**src/rtl/axi3_wid_tagger_if.sv**
```systemverilog
// AXI3 write-address / write-data bundle around the WID tagger.
// slave = tagger side, master = upstream source plus downstream sink.
interface axi3_wid_tagger_if #(
   parameter int C_AXI_ID_WIDTH       = 1,
   parameter int C_AXI_ADDR_WIDTH     = 32,
   parameter int C_AXI_DATA_MAX_WIDTH = 32
);
   logic [C_AXI_ID_WIDTH-1:0]         S_AXI_AWID;
   logic [C_AXI_ADDR_WIDTH-1:0]       S_AXI_AWADDR;
   logic [7:0]                        S_AXI_AWLEN;
   logic [2:0]                        S_AXI_AWSIZE;
   logic [1:0]                        S_AXI_AWBURST;
   logic                              S_AXI_AWVALID;
   logic                              S_AXI_AWREADY;
   logic [C_AXI_DATA_MAX_WIDTH-1:0]   S_AXI_WDATA;
   logic [C_AXI_DATA_MAX_WIDTH/8-1:0] S_AXI_WSTRB;
   logic                              S_AXI_WLAST;
   logic                              S_AXI_WVALID;
   logic                              S_AXI_WREADY;

   logic [C_AXI_ID_WIDTH-1:0]         M_AXI_AWID;
   logic [C_AXI_ADDR_WIDTH-1:0]       M_AXI_AWADDR;
   logic [3:0]                        M_AXI_AWLEN;
   logic [2:0]                        M_AXI_AWSIZE;
   logic [1:0]                        M_AXI_AWBURST;
   logic                              M_AXI_AWVALID;
   logic                              M_AXI_AWREADY;
   logic [C_AXI_ID_WIDTH-1:0]         M_AXI_WID;
   logic [C_AXI_DATA_MAX_WIDTH-1:0]   M_AXI_WDATA;
   logic [C_AXI_DATA_MAX_WIDTH/8-1:0] M_AXI_WSTRB;
   logic                              M_AXI_WLAST;
   logic                              M_AXI_WVALID;
   logic                              M_AXI_WREADY;

   modport slave (
      input  S_AXI_AWID, S_AXI_AWADDR, S_AXI_AWLEN, S_AXI_AWSIZE,
      input  S_AXI_AWBURST, S_AXI_AWVALID,
      output S_AXI_AWREADY,
      input  S_AXI_WDATA, S_AXI_WSTRB, S_AXI_WLAST, S_AXI_WVALID,
      output S_AXI_WREADY,
      output M_AXI_AWID, M_AXI_AWADDR, M_AXI_AWLEN, M_AXI_AWSIZE,
      output M_AXI_AWBURST, M_AXI_AWVALID,
      input  M_AXI_AWREADY,
      output M_AXI_WID, M_AXI_WDATA, M_AXI_WSTRB, M_AXI_WLAST,
      output M_AXI_WVALID,
      input  M_AXI_WREADY
   );

   modport master (
      output S_AXI_AWID, S_AXI_AWADDR, S_AXI_AWLEN, S_AXI_AWSIZE,
      output S_AXI_AWBURST, S_AXI_AWVALID,
      input  S_AXI_AWREADY,
      output S_AXI_WDATA, S_AXI_WSTRB, S_AXI_WLAST, S_AXI_WVALID,
      input  S_AXI_WREADY,
      input  M_AXI_AWID, M_AXI_AWADDR, M_AXI_AWLEN, M_AXI_AWSIZE,
      input  M_AXI_AWBURST, M_AXI_AWVALID,
      output M_AXI_AWREADY,
      input  M_AXI_WID, M_AXI_WDATA, M_AXI_WSTRB, M_AXI_WLAST,
      input  M_AXI_WVALID,
      output M_AXI_WREADY
   );
endinterface

```
**src/rtl/axi3_wid_tagger.sv**
```systemverilog
// Tags AXI3 W beats with the AWID of their burst via an in-order ID FIFO.
// Optional macro AXI3_WID_TAGGER_LEN_CHECK_EN: generate WLAST from AWLEN and flag mismatches.
module axi3_wid_tagger #(
   parameter int C_AXI_ID_WIDTH       = 1,
   parameter int C_AXI_ADDR_WIDTH     = 32,
   parameter int C_AXI_DATA_MAX_WIDTH = 32,
   parameter int C_ID_FIFO_DEPTH      = 8
) (
   input  logic             INTERCONNECT_ACLK,
   input  logic             INTERCONNECT_ARESET,
   axi3_wid_tagger_if.slave bus,
   output logic             WLAST_ERR
);

   localparam int PW = (C_ID_FIFO_DEPTH > 1) ? $clog2(C_ID_FIFO_DEPTH) : 1;
   localparam int CW = PW + 1;
   localparam logic [CW-1:0] DEPTH_C = CW'(C_ID_FIFO_DEPTH);

   logic clk;
   logic rst;
   assign clk = INTERCONNECT_ACLK;
   assign rst = INTERCONNECT_ARESET;

   logic [C_AXI_ID_WIDTH-1:0] id_mem_q [C_ID_FIFO_DEPTH];
   logic [PW-1:0]             wp_q, wp_d;
   logic [PW-1:0]             rp_q, rp_d;
   logic [CW-1:0]             cnt_q, cnt_d;

   logic full;
   logic empty;
   logic push;
   logic pop;
   logic w_hs;
   logic wlast_eff;

   assign full  = (cnt_q == DEPTH_C);
   assign empty = (cnt_q == '0);

   // AW payload is a straight copy; only the handshake is gated
   assign bus.M_AXI_AWID    = bus.S_AXI_AWID;
   assign bus.M_AXI_AWADDR  = bus.S_AXI_AWADDR;
   assign bus.M_AXI_AWLEN   = bus.S_AXI_AWLEN[3:0];
   assign bus.M_AXI_AWSIZE  = bus.S_AXI_AWSIZE;
   assign bus.M_AXI_AWBURST = bus.S_AXI_AWBURST;
   assign bus.M_AXI_AWVALID = ~rst & bus.S_AXI_AWVALID & ~full;
   assign bus.S_AXI_AWREADY = ~rst & bus.M_AXI_AWREADY & ~full;

   // W beats wait on a queued ID; empty is registered, so no AW-to-W bypass
   assign bus.M_AXI_WID     = id_mem_q[rp_q];
   assign bus.M_AXI_WDATA   = bus.S_AXI_WDATA;
   assign bus.M_AXI_WSTRB   = bus.S_AXI_WSTRB;
   assign bus.M_AXI_WLAST   = wlast_eff;
   assign bus.M_AXI_WVALID  = ~rst & bus.S_AXI_WVALID & ~empty;
   assign bus.S_AXI_WREADY  = ~rst & bus.M_AXI_WREADY & ~empty;

   assign push = bus.M_AXI_AWVALID & bus.M_AXI_AWREADY;
   assign w_hs = bus.M_AXI_WVALID & bus.M_AXI_WREADY;
   assign pop  = w_hs & wlast_eff;

`ifdef AXI3_WID_TAGGER_LEN_CHECK_EN
   logic [3:0] len_mem_q [C_ID_FIFO_DEPTH];
   logic [3:0] beat_q, beat_d;
   logic       err_q, err_d;
   logic       gen_last;

   assign gen_last  = (beat_q == len_mem_q[rp_q]);
   assign wlast_eff = gen_last;
   assign WLAST_ERR = err_q;

   // Beat counter restarts per burst; error is sticky until reset
   always_comb begin
      beat_d = beat_q;
      err_d  = err_q;
      if (pop) begin
         beat_d = '0;
      end else if (w_hs) begin
         beat_d = beat_q + 4'd1;
      end
      if (w_hs && (bus.S_AXI_WLAST != gen_last)) begin
         err_d = 1'b1;
      end
      if (push && (bus.S_AXI_AWLEN[7:4] != 4'd0)) begin
         err_d = 1'b1;
      end
   end

   // Length-check state
   always_ff @(posedge clk) begin
      if (rst) begin
         beat_q <= '0;
         err_q  <= 1'b0;
      end else begin
         beat_q <= beat_d;
         err_q  <= err_d;
      end
   end

   // Burst length storage alongside the ID
   always_ff @(posedge clk) begin
      if (push) begin
         len_mem_q[wp_q] <= bus.S_AXI_AWLEN[3:0];
      end
   end
`else
   assign wlast_eff = bus.S_AXI_WLAST;
   assign WLAST_ERR = 1'b0;
`endif

   // Pointer and occupancy next-state; push+pop leaves cnt unchanged
   always_comb begin
      wp_d  = wp_q;
      rp_d  = rp_q;
      cnt_d = cnt_q;
      if (push) begin
         wp_d = wp_q + PW'(1);
      end
      if (pop) begin
         rp_d = rp_q + PW'(1);
      end
      if (push && !pop) begin
         cnt_d = cnt_q + CW'(1);
      end else if (pop && !push) begin
         cnt_d = cnt_q - CW'(1);
      end
   end

   // FIFO control state; reset drops all queued IDs
   always_ff @(posedge clk) begin
      if (rst) begin
         wp_q  <= '0;
         rp_q  <= '0;
         cnt_q <= '0;
      end else begin
         wp_q  <= wp_d;
         rp_q  <= rp_d;
         cnt_q <= cnt_d;
      end
   end

   // ID storage, written at the AW handshake
   always_ff @(posedge clk) begin
      if (push) begin
         id_mem_q[wp_q] <= bus.S_AXI_AWID;
      end
   end

endmodule

```
**src/flat_wrapper.sv**
```systemverilog
// flat-port wrapper written by rule: the top's interface ports become plain ports
module axi3_wid_tagger_flat 
#(
   parameter int C_AXI_ID_WIDTH       = 1,
   parameter int C_AXI_ADDR_WIDTH     = 32,
   parameter int C_AXI_DATA_MAX_WIDTH = 32,
   parameter int C_ID_FIFO_DEPTH      = 8
)
  (INTERCONNECT_ACLK, INTERCONNECT_ARESET, WLAST_ERR, bus_S_AXI_AWID, bus_S_AXI_AWADDR, bus_S_AXI_AWLEN, bus_S_AXI_AWSIZE, bus_S_AXI_AWBURST, bus_S_AXI_AWVALID, bus_S_AXI_AWREADY, bus_S_AXI_WDATA, bus_S_AXI_WSTRB, bus_S_AXI_WLAST, bus_S_AXI_WVALID, bus_S_AXI_WREADY, bus_M_AXI_AWID, bus_M_AXI_AWADDR, bus_M_AXI_AWLEN, bus_M_AXI_AWSIZE, bus_M_AXI_AWBURST, bus_M_AXI_AWVALID, bus_M_AXI_AWREADY, bus_M_AXI_WID, bus_M_AXI_WDATA, bus_M_AXI_WSTRB, bus_M_AXI_WLAST, bus_M_AXI_WVALID, bus_M_AXI_WREADY);
  axi3_wid_tagger_if #(.C_AXI_ID_WIDTH(C_AXI_ID_WIDTH), .C_AXI_ADDR_WIDTH(C_AXI_ADDR_WIDTH), .C_AXI_DATA_MAX_WIDTH(C_AXI_DATA_MAX_WIDTH)) bus_i ();
  input  logic INTERCONNECT_ACLK;
  input  logic INTERCONNECT_ARESET;
  output logic WLAST_ERR;
  input wire logic [$bits(bus_i.S_AXI_AWID)-1:0] bus_S_AXI_AWID;
  input wire logic [$bits(bus_i.S_AXI_AWADDR)-1:0] bus_S_AXI_AWADDR;
  input wire logic [$bits(bus_i.S_AXI_AWLEN)-1:0] bus_S_AXI_AWLEN;
  input wire logic [$bits(bus_i.S_AXI_AWSIZE)-1:0] bus_S_AXI_AWSIZE;
  input wire logic [$bits(bus_i.S_AXI_AWBURST)-1:0] bus_S_AXI_AWBURST;
  input wire logic [$bits(bus_i.S_AXI_AWVALID)-1:0] bus_S_AXI_AWVALID;
  output wire logic [$bits(bus_i.S_AXI_AWREADY)-1:0] bus_S_AXI_AWREADY;
  input wire logic [$bits(bus_i.S_AXI_WDATA)-1:0] bus_S_AXI_WDATA;
  input wire logic [$bits(bus_i.S_AXI_WSTRB)-1:0] bus_S_AXI_WSTRB;
  input wire logic [$bits(bus_i.S_AXI_WLAST)-1:0] bus_S_AXI_WLAST;
  input wire logic [$bits(bus_i.S_AXI_WVALID)-1:0] bus_S_AXI_WVALID;
  output wire logic [$bits(bus_i.S_AXI_WREADY)-1:0] bus_S_AXI_WREADY;
  output wire logic [$bits(bus_i.M_AXI_AWID)-1:0] bus_M_AXI_AWID;
  output wire logic [$bits(bus_i.M_AXI_AWADDR)-1:0] bus_M_AXI_AWADDR;
  output wire logic [$bits(bus_i.M_AXI_AWLEN)-1:0] bus_M_AXI_AWLEN;
  output wire logic [$bits(bus_i.M_AXI_AWSIZE)-1:0] bus_M_AXI_AWSIZE;
  output wire logic [$bits(bus_i.M_AXI_AWBURST)-1:0] bus_M_AXI_AWBURST;
  output wire logic [$bits(bus_i.M_AXI_AWVALID)-1:0] bus_M_AXI_AWVALID;
  input wire logic [$bits(bus_i.M_AXI_AWREADY)-1:0] bus_M_AXI_AWREADY;
  output wire logic [$bits(bus_i.M_AXI_WID)-1:0] bus_M_AXI_WID;
  output wire logic [$bits(bus_i.M_AXI_WDATA)-1:0] bus_M_AXI_WDATA;
  output wire logic [$bits(bus_i.M_AXI_WSTRB)-1:0] bus_M_AXI_WSTRB;
  output wire logic [$bits(bus_i.M_AXI_WLAST)-1:0] bus_M_AXI_WLAST;
  output wire logic [$bits(bus_i.M_AXI_WVALID)-1:0] bus_M_AXI_WVALID;
  input wire logic [$bits(bus_i.M_AXI_WREADY)-1:0] bus_M_AXI_WREADY;
  assign bus_i.S_AXI_AWID = bus_S_AXI_AWID;
  assign bus_i.S_AXI_AWADDR = bus_S_AXI_AWADDR;
  assign bus_i.S_AXI_AWLEN = bus_S_AXI_AWLEN;
  assign bus_i.S_AXI_AWSIZE = bus_S_AXI_AWSIZE;
  assign bus_i.S_AXI_AWBURST = bus_S_AXI_AWBURST;
  assign bus_i.S_AXI_AWVALID = bus_S_AXI_AWVALID;
  assign bus_S_AXI_AWREADY = bus_i.S_AXI_AWREADY;
  assign bus_i.S_AXI_WDATA = bus_S_AXI_WDATA;
  assign bus_i.S_AXI_WSTRB = bus_S_AXI_WSTRB;
  assign bus_i.S_AXI_WLAST = bus_S_AXI_WLAST;
  assign bus_i.S_AXI_WVALID = bus_S_AXI_WVALID;
  assign bus_S_AXI_WREADY = bus_i.S_AXI_WREADY;
  assign bus_M_AXI_AWID = bus_i.M_AXI_AWID;
  assign bus_M_AXI_AWADDR = bus_i.M_AXI_AWADDR;
  assign bus_M_AXI_AWLEN = bus_i.M_AXI_AWLEN;
  assign bus_M_AXI_AWSIZE = bus_i.M_AXI_AWSIZE;
  assign bus_M_AXI_AWBURST = bus_i.M_AXI_AWBURST;
  assign bus_M_AXI_AWVALID = bus_i.M_AXI_AWVALID;
  assign bus_i.M_AXI_AWREADY = bus_M_AXI_AWREADY;
  assign bus_M_AXI_WID = bus_i.M_AXI_WID;
  assign bus_M_AXI_WDATA = bus_i.M_AXI_WDATA;
  assign bus_M_AXI_WSTRB = bus_i.M_AXI_WSTRB;
  assign bus_M_AXI_WLAST = bus_i.M_AXI_WLAST;
  assign bus_M_AXI_WVALID = bus_i.M_AXI_WVALID;
  assign bus_i.M_AXI_WREADY = bus_M_AXI_WREADY;
  axi3_wid_tagger #(.C_AXI_ID_WIDTH(C_AXI_ID_WIDTH), .C_AXI_ADDR_WIDTH(C_AXI_ADDR_WIDTH), .C_AXI_DATA_MAX_WIDTH(C_AXI_DATA_MAX_WIDTH), .C_ID_FIFO_DEPTH(C_ID_FIFO_DEPTH)) u_core (.INTERCONNECT_ACLK(INTERCONNECT_ACLK), .INTERCONNECT_ARESET(INTERCONNECT_ARESET), .bus(bus_i), .WLAST_ERR(WLAST_ERR));
endmodule
```
**config.mk**
```make
export PLATFORM = sky130hd
export DESIGN_NAME = axi3_wid_tagger_flat
export DESIGN_NICKNAME = d
export VERILOG_FILES = /design/src/rtl/axi3_wid_tagger_if.sv /design/src/rtl/axi3_wid_tagger.sv /design/src/flat_wrapper.sv
export SDC_FILE = /design/constraint.sdc
export NUM_CORES = 1
export LEC_CHECK = 0
export CAP_MARGIN = 15
export CORE_ASPECT_RATIO = 1.4
export CORE_MARGIN = 5
export CORE_UTILIZATION = 31
export CTS_BUF_LIST = sky130_fd_sc_hd__clkbuf_8 sky130_fd_sc_hd__clkbuf_16
export CTS_CLUSTER_DIAMETER = 200
export CTS_CLUSTER_SIZE = 20
export DETAILED_ROUTE_END_ITERATION = 12
export PLACE_DENSITY_LB_ADDON = 0.05
export SLEW_MARGIN = 5
export SYNTH_ARGS = -nofsm -noshare
export SYNTH_HDL_FRONTEND = slang
export SYNTH_SLANG_ARGS = --single-unit
```
**constraint.sdc**
```tcl
create_clock -name INTERCONNECT_ACLK -period 4.5 [get_ports INTERCONNECT_ACLK]
set_clock_uncertainty 0.15 [all_clocks]
set_input_delay 0.9 -clock INTERCONNECT_ACLK [delete_from_list [all_inputs] [get_ports INTERCONNECT_ACLK]]
set_output_delay 0.9 -clock INTERCONNECT_ACLK [all_outputs]
set_load 0.02 [all_outputs]
```
* Yosys cells after proc, flatten, opt, wreduce, memory -nomap -nowiden
Memory sizes are Yosys's and may differ from the RTL's. A register that Yosys moved wholly into a read port is not among the register bits. Index checks and enable logic that the tools add are counted.
Word-level totals: bits of input ports 89, word-level logic and storage cells 35, memories kept 1, RAM bits 8, output and inout bits 85, bits in registers 10
Cells by class: bitwise operators 14, reductions and logical operators 6, multiplexer cells 6, $add $sub $neg 4, eq/ne operators 1
Memory list:
- u_core.id_mem_q | words 8, width 1, read ports 1, clocked after memory_dff 1, wr ports 1, RTL line axi3_wid_tagger.sv:24 | logic [C_AXI_ID_WIDTH-1:0] id_mem_q [C_ID_FIFO_DEPTH];
Operators with widths (number):
- $and A1 B1 Y1 | 11
- $mux W4 | 2
- $add A3 B1 Y3 const B | 2
- $mux W3 | 2
- $add A4 B1 Y4 const B | 1
- $eq A4 B4 Y1 const B | 1
- $logic_not A4 Y1 | 1
- $sub A4 B1 Y4 const B | 1
- $not A1 Y1 | 3
- $logic_and A1 B1 Y1 | 2
- $logic_not A1 Y1 | 2
- $mux W1 | 2
- $reduce_bool A2 Y1 | 1

* Longest topological paths before layout
depth in word-level cells 8, gate-level depth with buffers 10

* Worst setup path before layout
Ideal clock, no wire load.
kind input-to-reg, start input port bus_S_AXI_WLAST, end register u_core.cnt_q[3], stages 10, arrival 2.607 ns, path slack 1.622 ns, required time 4.229 ns, path buffers 0, setup time 0.121 ns, cell sequence nand3_1 nor3_2 inv_1 ha_1 inv_1 ha_1 a21oi_1 a211oi_1 a31oi_1 mux2_2
Between the ends: word-level cells in the longest chain between the ends 4, elaborated cells between the ends (all ways) 6
RTL lines:
- from (decl) | RTL line flat_wrapper.sv:23 | input wire logic [$bits(bus_i.S_AXI_WLAST)-1:0] bus_S_AXI_WLAST;
- $and A1 B1 Y1 (*) | RTL line axi3_wid_tagger.sv:58 | assign pop = w_hs & wlast_eff;
- $logic_not A1 Y1 | RTL line axi3_wid_tagger.sv:120 | if (push && !pop) begin
- $logic_and A1 B1 Y1 | RTL line axi3_wid_tagger.sv:120
- $mux W4 / $reduce_bool A2 Y1 (equally long branches)
- to (signal assigned) | RTL line axi3_wid_tagger.sv:136 | cnt_q <= cnt_d;
- to (decl) | RTL line axi3_wid_tagger.sv:27 | logic [CW-1:0] cnt_q, cnt_d;
Mark *: on every way between the ends. The rest lies on a longest branch, timed or not. A chain may end at the register's enable or synchronous reset.

* Worst setup path in the final report
start input port INTERCONNECT_ARESET, end output port bus_M_AXI_AWVALID
Between the ends: word-level cells in the longest chain between the ends 3
RTL lines:
- from (decl) | RTL line flat_wrapper.sv:12 | input logic INTERCONNECT_ARESET;
- $not A1 Y1 | RTL line axi3_wid_tagger.sv:45 | assign bus.M_AXI_AWVALID = ~rst & bus.S_AXI_AWVALID & ~full;
- $and A1 B1 Y1 (2 in series) | RTL line axi3_wid_tagger.sv:45
- to (decl) | RTL line flat_wrapper.sv:31 | output wire logic [$bits(bus_i.M_AXI_AWVALID)-1:0] bus_M_AXI_AWVALID;
Every way passes these cells.

==> flow_summary.json <==
{
  "ys.flop_type": "dfxtp_1",
  "ios": 174,
  "grt_antenna_before_repair": 0,
  "finalCritPeriodShare_pct": 80.2,
  "powerDensity_mw_per_mm2": 303,
  "grt_use_total_pct": 7.94,
  "num_antenna_cells": 0,
  "vias": 793,
  "critPathLaunchType": "primary input",
  "postCtsResizedCells": 0,
  "syn_avg_cell_area_um2": 9.50,
  "drt_iter0_drc": 15,
  "drive_above_1_share_pct": 15.0,
  "clock-sinks": 21,
  "irDropWorstVdd_uv": 84.3,
  "final.min_clock_period_ps": 3610,
  "crit_arrival_ps": 2560,
  "clk_latency_ps": 250,
  "ys_seq_area_share_pct": 30.8,
  "finalSetupTns_ps": 0,
  "worst_hold_path_type": "reg2reg",
  "end_kind": "primary output",
  "yosysMostFrequentCell": "buf_4",
  "start_util_pct": 31.7,
  "grt_pass1_vias": 882,
  "cts_root_buf": "clkbuf_8",
  "reg2regPathDepth": 9,
  "gp_congestion": 0.674,
  "wl_mm": 2.63,
  "cts_max_level": 1,
  "path_class": "in2out",
  "rsz0062_at_grt": "false",
  "fin_nets": 203,
  "drt_pass1_iterations": 6,
  "row_count": 31,
  "hold_violations": 0,
  "overflow": 0,
  "finalMaxSlewViolations": 0,
  "synth_area_leaders": "buf_4 37%, dfxtp_1 16%, edfxtp_1 15%",
  "setup_violations": 0,
  "ctsHoldBuffers": 0,
  "crit_fanout": 11,
  "synth_cells": 171,
  "rr_startpoint": "u_core.cnt_q[0]",
  "ys_ff_latch": 21,
  "post_drt_wl_per_cell_um": 15.2,
  "cts_buffers": 3,
  "cts_setup_buffers": 0,
  "fp.dieH_um": 95.7,
  "synth_nets": 266,
  "coreArea_mm2": 0.00512,
  "cts_buffer_depth": 2,
  "drcViolationCount": 0,
  "cp.required_ps": 3450,
  "yosysTopAreaCellShare_pct": 37.4,
  "hold_depth": 1,
  "path_clk_slew_ps": 80,
  "synth_cell_types": 34,
  "min_from": "u_core.rp_q[2]",
  "total_power_mw": 0.390,
  "crit_path_start": "INTERCONNECT_ARESET",
  "dp_hpwl_mm": 2.10,
  "die_w_um": 71.2,
  "netlist_top_cells_count": "81 x buf_4, 15 x nor2_1, 13 x dfxtp_1",
  "port_buffers": 14,
  "grt_max_degree": 12,
  "yosys.area.top_type": "buf_4",
  "fmax_ghz": 0.277,
  "postRouteAntennaNets": 0,
  "synth_enable_flop_cells": 8,
  "leakagePower_nw": 0.464,
  "cts_tree": "done",
  "drt-vias-per-instance": 4.58,
  "synthArstFlopShare_pct": 0,
  "syn2layout_area_growth_pct": -20.9,
  "grt_pass1_wl_mm": 4.20,
  "drv_cap": 0,
  "dieArea_mm2": 0.00681,
  "yosysWarnings": 0,
  "syn_area_mm2": 0.00163,
  "outcome": "finished clean"
}
## path summary, 6_finish.rpt
path | to | slack, ps
worst max register to register | u_core.cnt_q[3] | 1590
worst max-delay path | bus_M_AXI_AWVALID | 890
worst min-delay path | flop | 320
worst min register to register | flop | 320
## layout by cell type, fill, tap and decap left out, types with 2 or more instances in the layout
| cell type | n |
|---|---|
| nand2_1 | 4 |
| nor2_1 | 15 |
| and2_1 | 2 |
| edfxtp_1 | 8 |
| xnor2_1 | 2 |
| nor3b_2 | 2 |
| ha_1 | 5 |
| mux2_2 | 2 |
| a21oi_1 | 2 |
| mux2i_1 | 4 |
| mux4_2 | 2 |
| dfxtp_1 | 13 |
| clkbuf_8 | 3 |
| nor3b_1 | 2 |
| nor3_1 | 2 |
| xor2_1 | 2 |
| nor2b_1 | 2 |
| clkdlybuf4s50_1 | 14 |
| inv_1 | 3 |
| nand4_1 | 2 |
| nand3_1 | 2 |
## cells by family (layout without fill, tap and decap cells)
group | count (synthesis) | in the layout | share of synthesized area, %
AOI/OAI and AO/OA | 4 | 4 | 1.46
xor gates and xnor gates | 4 | 4 | 2.16
muxes | 8 | 8 | 6.62
and+or+nand+nor | 42 | 42 | 15.3
buffers and inverters | 85 | 21 | 38.3
adders and majority gates | 6 | 6 | 5.08
DFF | 21 | 21 | 30.8
other | 1 | 1 | 0.231
## area by class of cell
class	count	area, um2
clock inverter	1	3.75
clock buffer	3	41.3
timing repair buffer	15	148
tap	66	82.6
sequential	21	500
multi-input combinational	65	502
fill	567	3830
inverter	2	7.51
## routing by layer
| metal | share of wire [%] | GRT usage [%] | wire [um] |
|---|---|---|---|
| met1 | 39 | 8.50 | 1030 |
| met4 | 1.4 | 3.45 | 36 |
| met2 | 45 | 11.0 | 1170 |
| met5 | 0 | 3.17 | 0 |
| met3 | 15 | 6.54 | 393 |
## critical path: stages
cell,delay (ps)
clkdlybuf4s50_1,620
nor2b_1,270
and2_2,170
clkdlybuf4s50_1,600
## where the power goes
group	switching (mW)	leakage [nW]	internal, mW
Sequential	0.00702	0.177	0.202
Clock	0.0571	0.0269	0.0606
Combinational	0.0313	0.260	0.0312
Total	0.0954	0.464	0.294
## per-stage QoR
stage / setup WS, ps / instance area, um2 / instances / util, % / hold WS [ps]
global placement: 694 / 1240 / 169 / 24.2 / 301
global route: 766 / 1280 / 173 / 25.1 / 343
detailed placement: 705 / 1240 / 169 / 24.2 / 313
floorplan: 1620 / 1630 / 171 / - / 278
finish: 891 / 1280 / 173 / 25.1 / 317
CTS: 855 / 1280 / 173 / 25.1 / 325
Note: power is estimated with default switching activity, not from simulation.
